$ cat src/rtl/imm_extend_if.sv
// Handshake bundle for the immediate-extension stage: a valid/ready request side
// and a valid/ready result side.
interface imm_extend_if #(
  parameter int unsigned IN_WIDTH  = 6,
  parameter int unsigned OUT_WIDTH = 16
);
  logic                 in_valid;
  logic                 in_ready;
  logic [IN_WIDTH-1:0]  in_data;
  logic [1:0]           in_mode;
  logic                 out_valid;
  logic                 out_ready;
  logic [OUT_WIDTH-1:0] out_data;
  logic                 out_ovf;

  modport slave (
    input  in_valid, in_data, in_mode, out_ready,
    output in_ready, out_valid, out_data, out_ovf
  );

  modport master (
    output in_valid, in_data, in_mode, out_ready,
    input  in_ready, out_valid, out_data, out_ovf
  );
endinterface

$ cat src/rtl/imm_extend_pipe.sv
// Registered immediate extension (zero / sign / upper / sign-and-scale) behind a
// 2-entry skid buffer, so a stalled consumer can backpressure decode losslessly.
module imm_extend_pipe #(
  parameter int unsigned IN_WIDTH  = 6,
  parameter int unsigned OUT_WIDTH = 16,
  parameter int unsigned SHIFT     = 1
) (
  input  logic         clk,
  input  logic         rst,
  imm_extend_if.slave  bus
);

  if (IN_WIDTH < 1 || IN_WIDTH > OUT_WIDTH) begin : gen_bad_in_width
    $error("imm_extend_pipe: IN_WIDTH must be in 1..OUT_WIDTH");
  end
  if (SHIFT >= OUT_WIDTH) begin : gen_bad_shift
    $error("imm_extend_pipe: SHIFT must be below OUT_WIDTH");
  end

  typedef enum logic [1:0] {StEmpty, StOne, StTwo} state_e;

  state_e               state_q;
  logic                 in_ready_q;
  logic [OUT_WIDTH-1:0] head_data_q, skid_data_q;
  logic                 head_ovf_q, skid_ovf_q;

  logic [OUT_WIDTH-1:0] zext, sext, ovf_bits, ext_data;
  logic                 ext_ovf;
  logic                 accept, drain;

  // Fill shifts by IN_WIDTH rather than slicing, so IN_WIDTH == OUT_WIDTH needs no
  // zero-width concatenation.
  always_comb begin
    zext     = OUT_WIDTH'(bus.in_data);
    sext     = zext | ({OUT_WIDTH{bus.in_data[IN_WIDTH-1]}} << IN_WIDTH);
    // Bits that the scale pushes out must all match the sign for the value to survive.
    ovf_bits = (sext ^ {OUT_WIDTH{sext[OUT_WIDTH-1]}}) & ~({OUT_WIDTH{1'b1}} >> (SHIFT + 1));
    ext_data = zext;
    ext_ovf  = 1'b0;
    case (bus.in_mode)
      2'd0: ext_data = zext;
      2'd1: ext_data = sext;
      2'd2: ext_data = zext << (OUT_WIDTH - IN_WIDTH);
      default: begin
        ext_data = sext << SHIFT;
        ext_ovf  = |ovf_bits;
      end
    endcase
  end

  assign bus.in_ready  = in_ready_q & ~rst;
  assign bus.out_valid = (state_q != StEmpty);
  assign bus.out_data  = head_data_q;
  assign bus.out_ovf   = head_ovf_q;

  assign accept = bus.in_valid & bus.in_ready;
  assign drain  = bus.out_valid & bus.out_ready;

  always_ff @(posedge clk or posedge rst) begin
    if (rst) begin
      state_q     <= StEmpty;
      in_ready_q  <= 1'b1;
      head_data_q <= '0;
      head_ovf_q  <= 1'b0;
      skid_data_q <= '0;
      skid_ovf_q  <= 1'b0;
    end else begin
      unique case (state_q)
        StEmpty: begin
          if (accept) begin
            head_data_q <= ext_data;
            head_ovf_q  <= ext_ovf;
            state_q     <= StOne;
          end
        end
        StOne: begin
          if (accept && !drain) begin
            skid_data_q <= ext_data;
            skid_ovf_q  <= ext_ovf;
            state_q     <= StTwo;
            in_ready_q  <= 1'b0;
          end else if (accept && drain) begin
            head_data_q <= ext_data;
            head_ovf_q  <= ext_ovf;
          end else if (drain) begin
            state_q <= StEmpty;
          end
        end
        StTwo: begin
          if (drain) begin
            head_data_q <= skid_data_q;
            head_ovf_q  <= skid_ovf_q;
            state_q     <= StOne;
            in_ready_q  <= 1'b1;
          end
        end
        default: begin
          state_q    <= StEmpty;
          in_ready_q <= 1'b1;
        end
      endcase
    end
  end

endmodule

$ cat src/flat_wrapper.sv
// flat-port wrapper written by rule: the top's interface ports become plain ports
module imm_extend_pipe_flat 
#(
  parameter int unsigned IN_WIDTH  = 6,
  parameter int unsigned OUT_WIDTH = 16,
  parameter int unsigned SHIFT     = 1
)
  (clk, rst, bus_in_valid, bus_in_data, bus_in_mode, bus_out_ready, bus_in_ready, bus_out_valid, bus_out_data, bus_out_ovf);
  imm_extend_if #(.IN_WIDTH(IN_WIDTH), .OUT_WIDTH(OUT_WIDTH)) bus_i ();
  input  logic clk;
  input  logic rst;
  input wire logic [$bits(bus_i.in_valid)-1:0] bus_in_valid;
  input wire logic [$bits(bus_i.in_data)-1:0] bus_in_data;
  input wire logic [$bits(bus_i.in_mode)-1:0] bus_in_mode;
  input wire logic [$bits(bus_i.out_ready)-1:0] bus_out_ready;
  output wire logic [$bits(bus_i.in_ready)-1:0] bus_in_ready;
  output wire logic [$bits(bus_i.out_valid)-1:0] bus_out_valid;
  output wire logic [$bits(bus_i.out_data)-1:0] bus_out_data;
  output wire logic [$bits(bus_i.out_ovf)-1:0] bus_out_ovf;
  assign bus_i.in_valid = bus_in_valid;
  assign bus_i.in_data = bus_in_data;
  assign bus_i.in_mode = bus_in_mode;
  assign bus_i.out_ready = bus_out_ready;
  assign bus_in_ready = bus_i.in_ready;
  assign bus_out_valid = bus_i.out_valid;
  assign bus_out_data = bus_i.out_data;
  assign bus_out_ovf = bus_i.out_ovf;
  imm_extend_pipe #(.IN_WIDTH(IN_WIDTH), .OUT_WIDTH(OUT_WIDTH), .SHIFT(SHIFT)) u_core (.clk(clk), .rst(rst), .bus(bus_i));
endmodule
$ cat config.mk
export PLATFORM = sky130hd
export DESIGN_NAME = imm_extend_pipe_flat
export DESIGN_NICKNAME = d
export VERILOG_FILES = /design/src/rtl/imm_extend_if.sv /design/src/rtl/imm_extend_pipe.sv /design/src/flat_wrapper.sv
export SDC_FILE = /design/constraint.sdc
export NUM_CORES = 1
export LEC_CHECK = 0
export CORE_UTILIZATION = 52
export CTS_CLUSTER_SIZE = 30
export DETAILED_ROUTE_END_ITERATION = 10
export HOLD_SLACK_MARGIN = 0.03
export PLACE_DENSITY_LB_ADDON = 0.12
export SYNTH_ARGS = -nofsm -noshare
export SYNTH_HDL_FRONTEND = slang
export SYNTH_SLANG_ARGS = --single-unit
export TNS_END_PERCENT = 20
$ cat constraint.sdc
create_clock -name clk -period 4.25 [get_ports clk]
set_clock_uncertainty 0.2 [all_clocks]
set_input_delay 0.425 -clock clk [delete_from_list [all_inputs] [get_ports clk]]
set_output_delay 0.425 -clock clk [all_outputs]
set_load 0.02 [all_outputs]
==> results of run 1 <==
per-stage QoR:
stage               util [%]  std cells  setup slack [ns]  power (µW)
floorplan                  -        138             2.551       417.8
global placement       64.93        185             1.796       485.5
detailed placement     64.93        185             1.720       489.9
CTS                    66.87        192             1.847       657.0
global route           66.87        192             1.761       681.8
finish                 66.87        192             1.846       648.7
logic make-up (layout without fill, tap and decap cells):
family / count (synthesis) / after routing / synth area share [%]
AOI/OAI and AO/OA: 16 / 16 / 7.347
and+or+nand+nor: 46 / 46 / 17.61
buffers and inverters: 16 / 39 / 5.529
xor gates and xnor gates: 1 / 1 / 0.5530
muxes: 29 / 29 / 22.83
other: 1 / 1 / 0.2367
DFF: 29 / 29 / 45.89
worst max-delay path: stages (launching register included):
cell,delay [ns]
dfrtp_1,0.57
or2_2,0.36
clkdlybuf4s50_1,0.53
per-layer routing:
layer | part of all wire, % | routed length, µm | global-route usage, % | vias up
met5 | 0 | 0 | 0 | -
met4 | 1.5 | 45 | 9.059 | 0
met3 | 4.7 | 140 | 7.256 | 4
met2 | 49 | 1437 | 35.97 | 32
met1 | 45 | 1336 | 28.08 | 541
li1 | - | - | - | 526
synth_stat cells, drive strengths merged:
master,number
mux2,27
or2,1
o32a,1
o21a,1
nand2,12
nand3b,6
a22o,1
conb,1
and2b,1
nand2b,8
clkbuf,6
a31oi,10
buf,7
o31a,1
and4bb,1
xnor2,1
o21ai,2
inv,3
mux2i,2
nor2b,2
nand3,5
nor3b,10
dfrtp,28
dfstp,1
path summary, 6_finish.rpt:
| path | startpoint | end | slack, ns | cells past startpoint |
|---|---|---|---|---|
| worst min-delay path | u_core.bus.out_data[4] | u_core.bus.out_data[4] | 0.31 | 1 |
| min in group asynchronous | rst | u_core.state_q[1] | 0.57 | 2 |
| max in group asynchronous | rst | u_core.bus.out_data[9] | 2.62 | 2 |
| worst max register to register | u_core.state_q[0] | u_core.bus.out_data[0] | 2.06 | 3 |
| worst min register to register | u_core.bus.out_data[4] | u_core.bus.out_data[4] | 0.31 | 1 |
| worst max-delay path | u_core.state_q[0] | bus_out_valid | 1.85 | 2 |
cells in the final DEF, fill, tap and decap left out, types with 2 or more instances in the layout:
cell | synthesis | routed
a31oi_1 | 10 | 10
clkbuf_4 | 0 | 5
clkdlybuf4s50_1 | 0 | 29
dfrtp_1 | 28 | 28
inv_1 | 3 | 3
mux2_2 | 17 | 17
mux2_4 | 10 | 10
mux2i_1 | 2 | 2
nand2_1 | 12 | 12
nand2b_1 | 8 | 8
nand3_1 | 5 | 5
nand3b_1 | 6 | 6
nor2b_1 | 2 | 2
nor3b_1 | 10 | 10
o21ai_0 | 2 | 2
state kept, by name, indices dropped and copies added (netlist names):
| signal | count |
|---|---|
| u_core.state_q | 2 |
| u_core.in_ready_q | 1 |
| u_core.skid_data_q | 13 |
| u_core.bus.out_data | 13 |
final cells by class:
type | instances | area, µm² | area share, %
Inverter | 3 | 11.26 | 0.5952
Sequential cell | 29 | 726.9 | 38.43
Timing Repair Buffer | 29 | 290.3 | 15.34
Multi-Input combinational cell | 93 | 769.5 | 40.67
Tap cell | 31 | 38.79 | 2.050
Clock buffer | 7 | 55.05 | 2.910
power breakdown:
group	switching, µW	internal [µW]	total (µW)
Sequential	14.2	301	315
Combinational	75.1	92.4	168
Clock	88.2	77.9	166
Total	177	471	649
==> qor.csv, run 1 <==
stage,metric,value,unit
run_status,outcome,finished with violations,
run_status,violated checks,design-rule violations,
grt,global route overflow,0,
placement,Area after DPL,0.001837,mm²
clocking,hold_buf cts,0,
grt,first-pass GRT wire length,5375,µm
power_and_ir_drop,leak pwr,0.0009057,µW
timing,Final period util,56.56,%
synth,sequential area share after synthesis,45.89,%
floorplanning,I/O pin count,31,
timing,fmax,0.4160,GHz
cells_and_area,Finished Cell Area,0.001892,mm²
synth,syn_nets,150,
clocking,Num Clock Sinks,29,
timing,Final Hold Viols,0,
route,Remaining DRCs,3,
timing,RSZ-0062 raised after global routing,false,
timing,setup tns final,0,ns
floorplanning,die height,57.19,µm
cells_and_area,Layout area overhead,19.43,%
power_and_ir_drop,Pwr per Cell Area,342.9,mW/mm²
floorplanning,Core Area,0.002829,mm²
worst_hold_path,Worst Hold Class,reg2reg,
setup_path,critical path arrival,1.78,ns
setup_path,worst path required time,3.62,ns
cells_and_area,Filler Cell Count,247,
clocking,Worst-path clk slew,0.09,ns
synth,Synth Instances,138,
timing,slew margin rel.,27.34,%
grt,vias in the first global route,1134,
route,vias per inst,5.745,
route,1st-iter DRT viols,34,
grt,Tot GR Track Use,22.39,%
job,number of max-cap violations,0,
floorplanning,Die X,57.19,µm
route,WL/cell,15.41,µm
clocking,worst skew pair latency,0.32,ns
synth,synth top area cells,"dfrtp_1 (44%), mux2_2 (12%), mux2_4 (9.5%)",
synth,Synth cell types,27,
timing,max-slew violations,0,
placement,IO buf count,29,
placement,DP HPWL,2016,µm
grt,initial antenna violation count,0,
setup_path,critical path launch point type,flop,
setup_path,"critical path fanouts, max",15,
synth,area fraction of the dominant cell type after synthesis,44.23,%
cells_and_area,number of diodes,0,
setup_path,Worst setup EP type,output pin,
synth,Syn Std Cell Area,0.001584,mm²
synth,"area leader, netlist",dfrtp_1,
power_and_ir_drop,VDD IR max,0.0002609,V
floorplanning,num rows,19,
synth,Yosys warning count,0,
clocking,PostCTS Resize Cnt,0,
route,drt pass-1 iters,7,
clocking,Inserted Clock Buffers,5,
grt,largest net degree at the start of global routing,30,
cells_and_area,layout cells sized above 1,22.36,%
route,Post-Route WL,2959,µm
setup_path,Crit Path Category,reg2out,
route,via count,1103,
clocking,maximum level of the CTS H-tree,2,
synth,Mean Syn Cell Area,11.48,µm²
timing,shortest period the worst path allows,2.404,ns
timing,worst-margin pin slew,1.089,ns
clocking,Post-CTS Setup Repair Bufs,0,
floorplanning,Initial Util,55.99,%
cells_and_area,nets,173,
route,post-route ant nets,0,
floorplanning,Die Area,0.003271,mm²
synth,#FFs+latches synth,29,
clocking,clock buffer depth,2,
placement,global placer's final weighted congestion,0.7509,
timing,Min Hold Slack,0.3103,ns
timing,count of final setup violators,0,
clocking,root buffer cell,clkbuf_4,
clocking,TritonCTS clock tree,built,
Power figures use the tool's default switching activity.
==> run 2, diff against run 1 <==
- CORE_UTILIZATION: 52 -> 46
- clock period: 4.25 -> 2.1 ns (I/O delays scaled with it)
==> run 2 against run 1 <==
  * The run now ends clean
  * Register-to-register slack got worse by 1.8 ns
  * Core utilization decreased by 4.3 points
  * Power increased by 100%
  * Critical endpoint is now bus_in_ready
  * Combinational power increased by 100%
==> qor.csv, run 2 (synthesis gave the netlist of run 1 again) <==
stage,metric,value,unit,change
grt,vias in the first global route,1116,,-1.6%
route,drt pass-1 iters,4,,-3
floorplanning,Initial Util,50.24,%,-5.8 points
power_and_ir_drop,Switch Pwr,393.4,µW,+120%
route,WL/cell,14.53,µm,-5.7%
floorplanning,num rows,20,,+1
placement,DP HPWL,2192,µm,+8.8%
setup_path,critical path launch point type,flop,,
power_and_ir_drop,power share of the clock group,25.5,%,about the same
clocking,TritonCTS clock tree,built,,
route,Remaining DRCs,0,,-3
clocking,PostCTS Resize Cnt,0,,unchanged
floorplanning,Die X,60.68,µm,+6.1%
setup_path,length in cells of the worst reg-to-reg path,3,,unchanged
route,post-route ant nets,0,,unchanged
setup_path,FF-to-FF Start,u_core.in_ready_q,,
timing,Final Hold Viols,0,,unchanged
floorplanning,I/O pin count,31,,unchanged
grt,global route overflow,0,,unchanged
route,Post-Route WL,3095,µm,+4.6%
run_status,outcome,completed,,
timing,count of final setup violators,0,,unchanged
cells_and_area,"commonest non-fill, non-tap cells in the layout","clkdlybuf4s50_1 (29), dfrtp_1 (28), mux2_2 (17)",,
floorplanning,die height,60.68,µm,+6.1%
timing,max-slew violations,0,,unchanged
floorplanning,Die Area,0.003682,mm²,+13%
timing,RSZ-0062 raised after global routing,false,,
placement,Area after DPL,0.001918,mm²,+4.4%
clocking,maximum level of the CTS H-tree,2,,unchanged
floorplanning,Core Area,0.003153,mm²,+11%
route,1st-iter DRT viols,29,,-15%
power_and_ir_drop,leak pwr,0.0009455,µW,+4.4%
setup_path,CP Launch Point,u_core.in_ready_q,,
clocking,root buffer cell,clkbuf_4,,
power_and_ir_drop,Net Sw Frac,29.83,%,+2.5 points
clocking,hold_buf cts,0,,unchanged
placement,IO buf count,29,,unchanged
cells_and_area,Finished Cell Area,0.001973,mm²,+4.3%
worst_hold_path,Worst Hold Class,in2async,,
cells_and_area,"commonest non-fill, non-tap cell in the layout",clkdlybuf4s50_1,,
job,number of max-cap violations,0,,unchanged
setup_path,"critical path fanouts, max",5,,-10
clocking,Post-CTS Setup Repair Bufs,0,,unchanged
grt,initial antenna violation count,0,,unchanged
power_and_ir_drop,VDD IR max,0.0004137,V,+59%
setup_path,worst path required time,1.69,ns,-1.93 ns
timing,setup tns final,0,ns,unchanged
clocking,Num Clock Sinks,29,,unchanged
power_and_ir_drop,Pwr per Cell Area,668.5,mW/mm²,+95%
clocking,Inserted Clock Buffers,5,,unchanged
placement,global placer's final weighted congestion,0.7484,,-0.33%
route,vias per inst,5.366,,-6.6%
grt,Tot GR Track Use,19.60,%,-2.8 points
grt,first-pass GRT wire length,5223,µm,-2.8%
timing,Final period util,96.76,%,
setup_path,Crit Path Category,reg2out,,
grt,largest net degree at the start of global routing,30,,unchanged
clocking,worst skew pair latency,0.33,ns,about the same
power_and_ir_drop,power share of the combinational group,26.1,%,+0.3 points
cells_and_area,nets,180,,+4.0%
timing,fmax,0.4921,GHz,
route,via count,1143,,+3.6%
cells_and_area,Layout area overhead,24.57,%,
cells_and_area,final core utilization,62.58,%,-4.3 points
power_and_ir_drop,Int Power,925.6,µW,+96%
cells_and_area,Filler Cell Count,288,,+17%
clocking,clock buffer depth,2,,unchanged
setup_path,Worst setup EP type,output pin,,
clocking,Worst-path clk slew,0.10,ns,about the same
cells_and_area,number of diodes,0,,unchanged
setup_path,critical path arrival,1.62,ns,-0.16 ns
timing,shortest period the worst path allows,2.032,ns,
power_and_ir_drop,register share of total power,48.4,%,-0.2 points
cells_and_area,layout cells sized above 1,26.63,%,+4.3 points
==> run 2: changes by cell type in the layout (fill, tap and decap cells not counted) <==
cell        delta
clkbuf_1       -1
clkinv_2       +2
clkinvlp_4     +1
buf_12         +1
buf_4          +6
clkbuf_8       -1
==> run 2: final timing paths <==
kind,slack [ns],endpoint
setup / recovery,0.07,bus_in_ready
hold / removal,0.13,u_core.state_q[0]
setup reg to reg,0.30,u_core.bus.out_data[5]
hold reg to reg,0.32,u_core.skid_data_q[2]
max in group asynchronous,1.26,u_core.in_ready_q
min in group clk,0.32,u_core.skid_data_q[2]
==> run 2: power by group through the flow <==
stage / Combinational [µW] / Clock (µW) / Sequential [µW]
3_3_place_gp: 341 / 0 / 648
4_1_cts: 348 / 346 / 641
3_5_place_dp: 348 / 0 / 650
2_1_floorplan: 140 / 0 / 705
6_report: 344 / 336 / 639
5_1_grt: 370 / 367 / 645
==> run 2: per-layer routing <==
metal	track usage (%)	vias up	wire (µm)
li1	-	547	-
met1	24.90	562	1509
met2	32.03	30	1420
met3	5.757	4	135
met4	6.818	0	28
met5	0	-	0
==> run 2: metrics by stage <==
| stage | setup slack (ns) | hold slack, ns | std cells | total power [µW] |
|---|---|---|---|---|
| floorplan | 0.4010 | 0.08737 | 138 | 845.6 |
| global placement | 0.1376 | 0.2880 | 205 | 989.0 |
| detailed placement | 0.07851 | 0.2946 | 205 | 997.8 |
| CTS | 0.06672 | 0.1526 | 213 | 1335 |
| global route | 0.01278 | 0.1873 | 213 | 1382 |
| finish | 0.06808 | 0.1347 | 213 | 1319 |
==> run 2: critical path, cell delays in order (launching register included) <==
cell             delay (ns)
dfstp_2                0.58
and2b_1                0.12
clkdlybuf4s50_1        0.59
==> run 2: cell type report <==
| class | count | area, µm² | share of cell area, % |
|---|---|---|---|
| inverters | 3 | 11.26 | 0.5707 |
| well taps | 44 | 55.05 | 2.790 |
| multi-input cells | 93 | 769.5 | 39.00 |
| repair buffers | 36 | 355.3 | 18.01 |
| clock inverters | 3 | 17.52 | 0.8878 |
| clock buffers | 5 | 37.54 | 1.902 |
| flip-flops and latches | 29 | 726.9 | 36.84 |
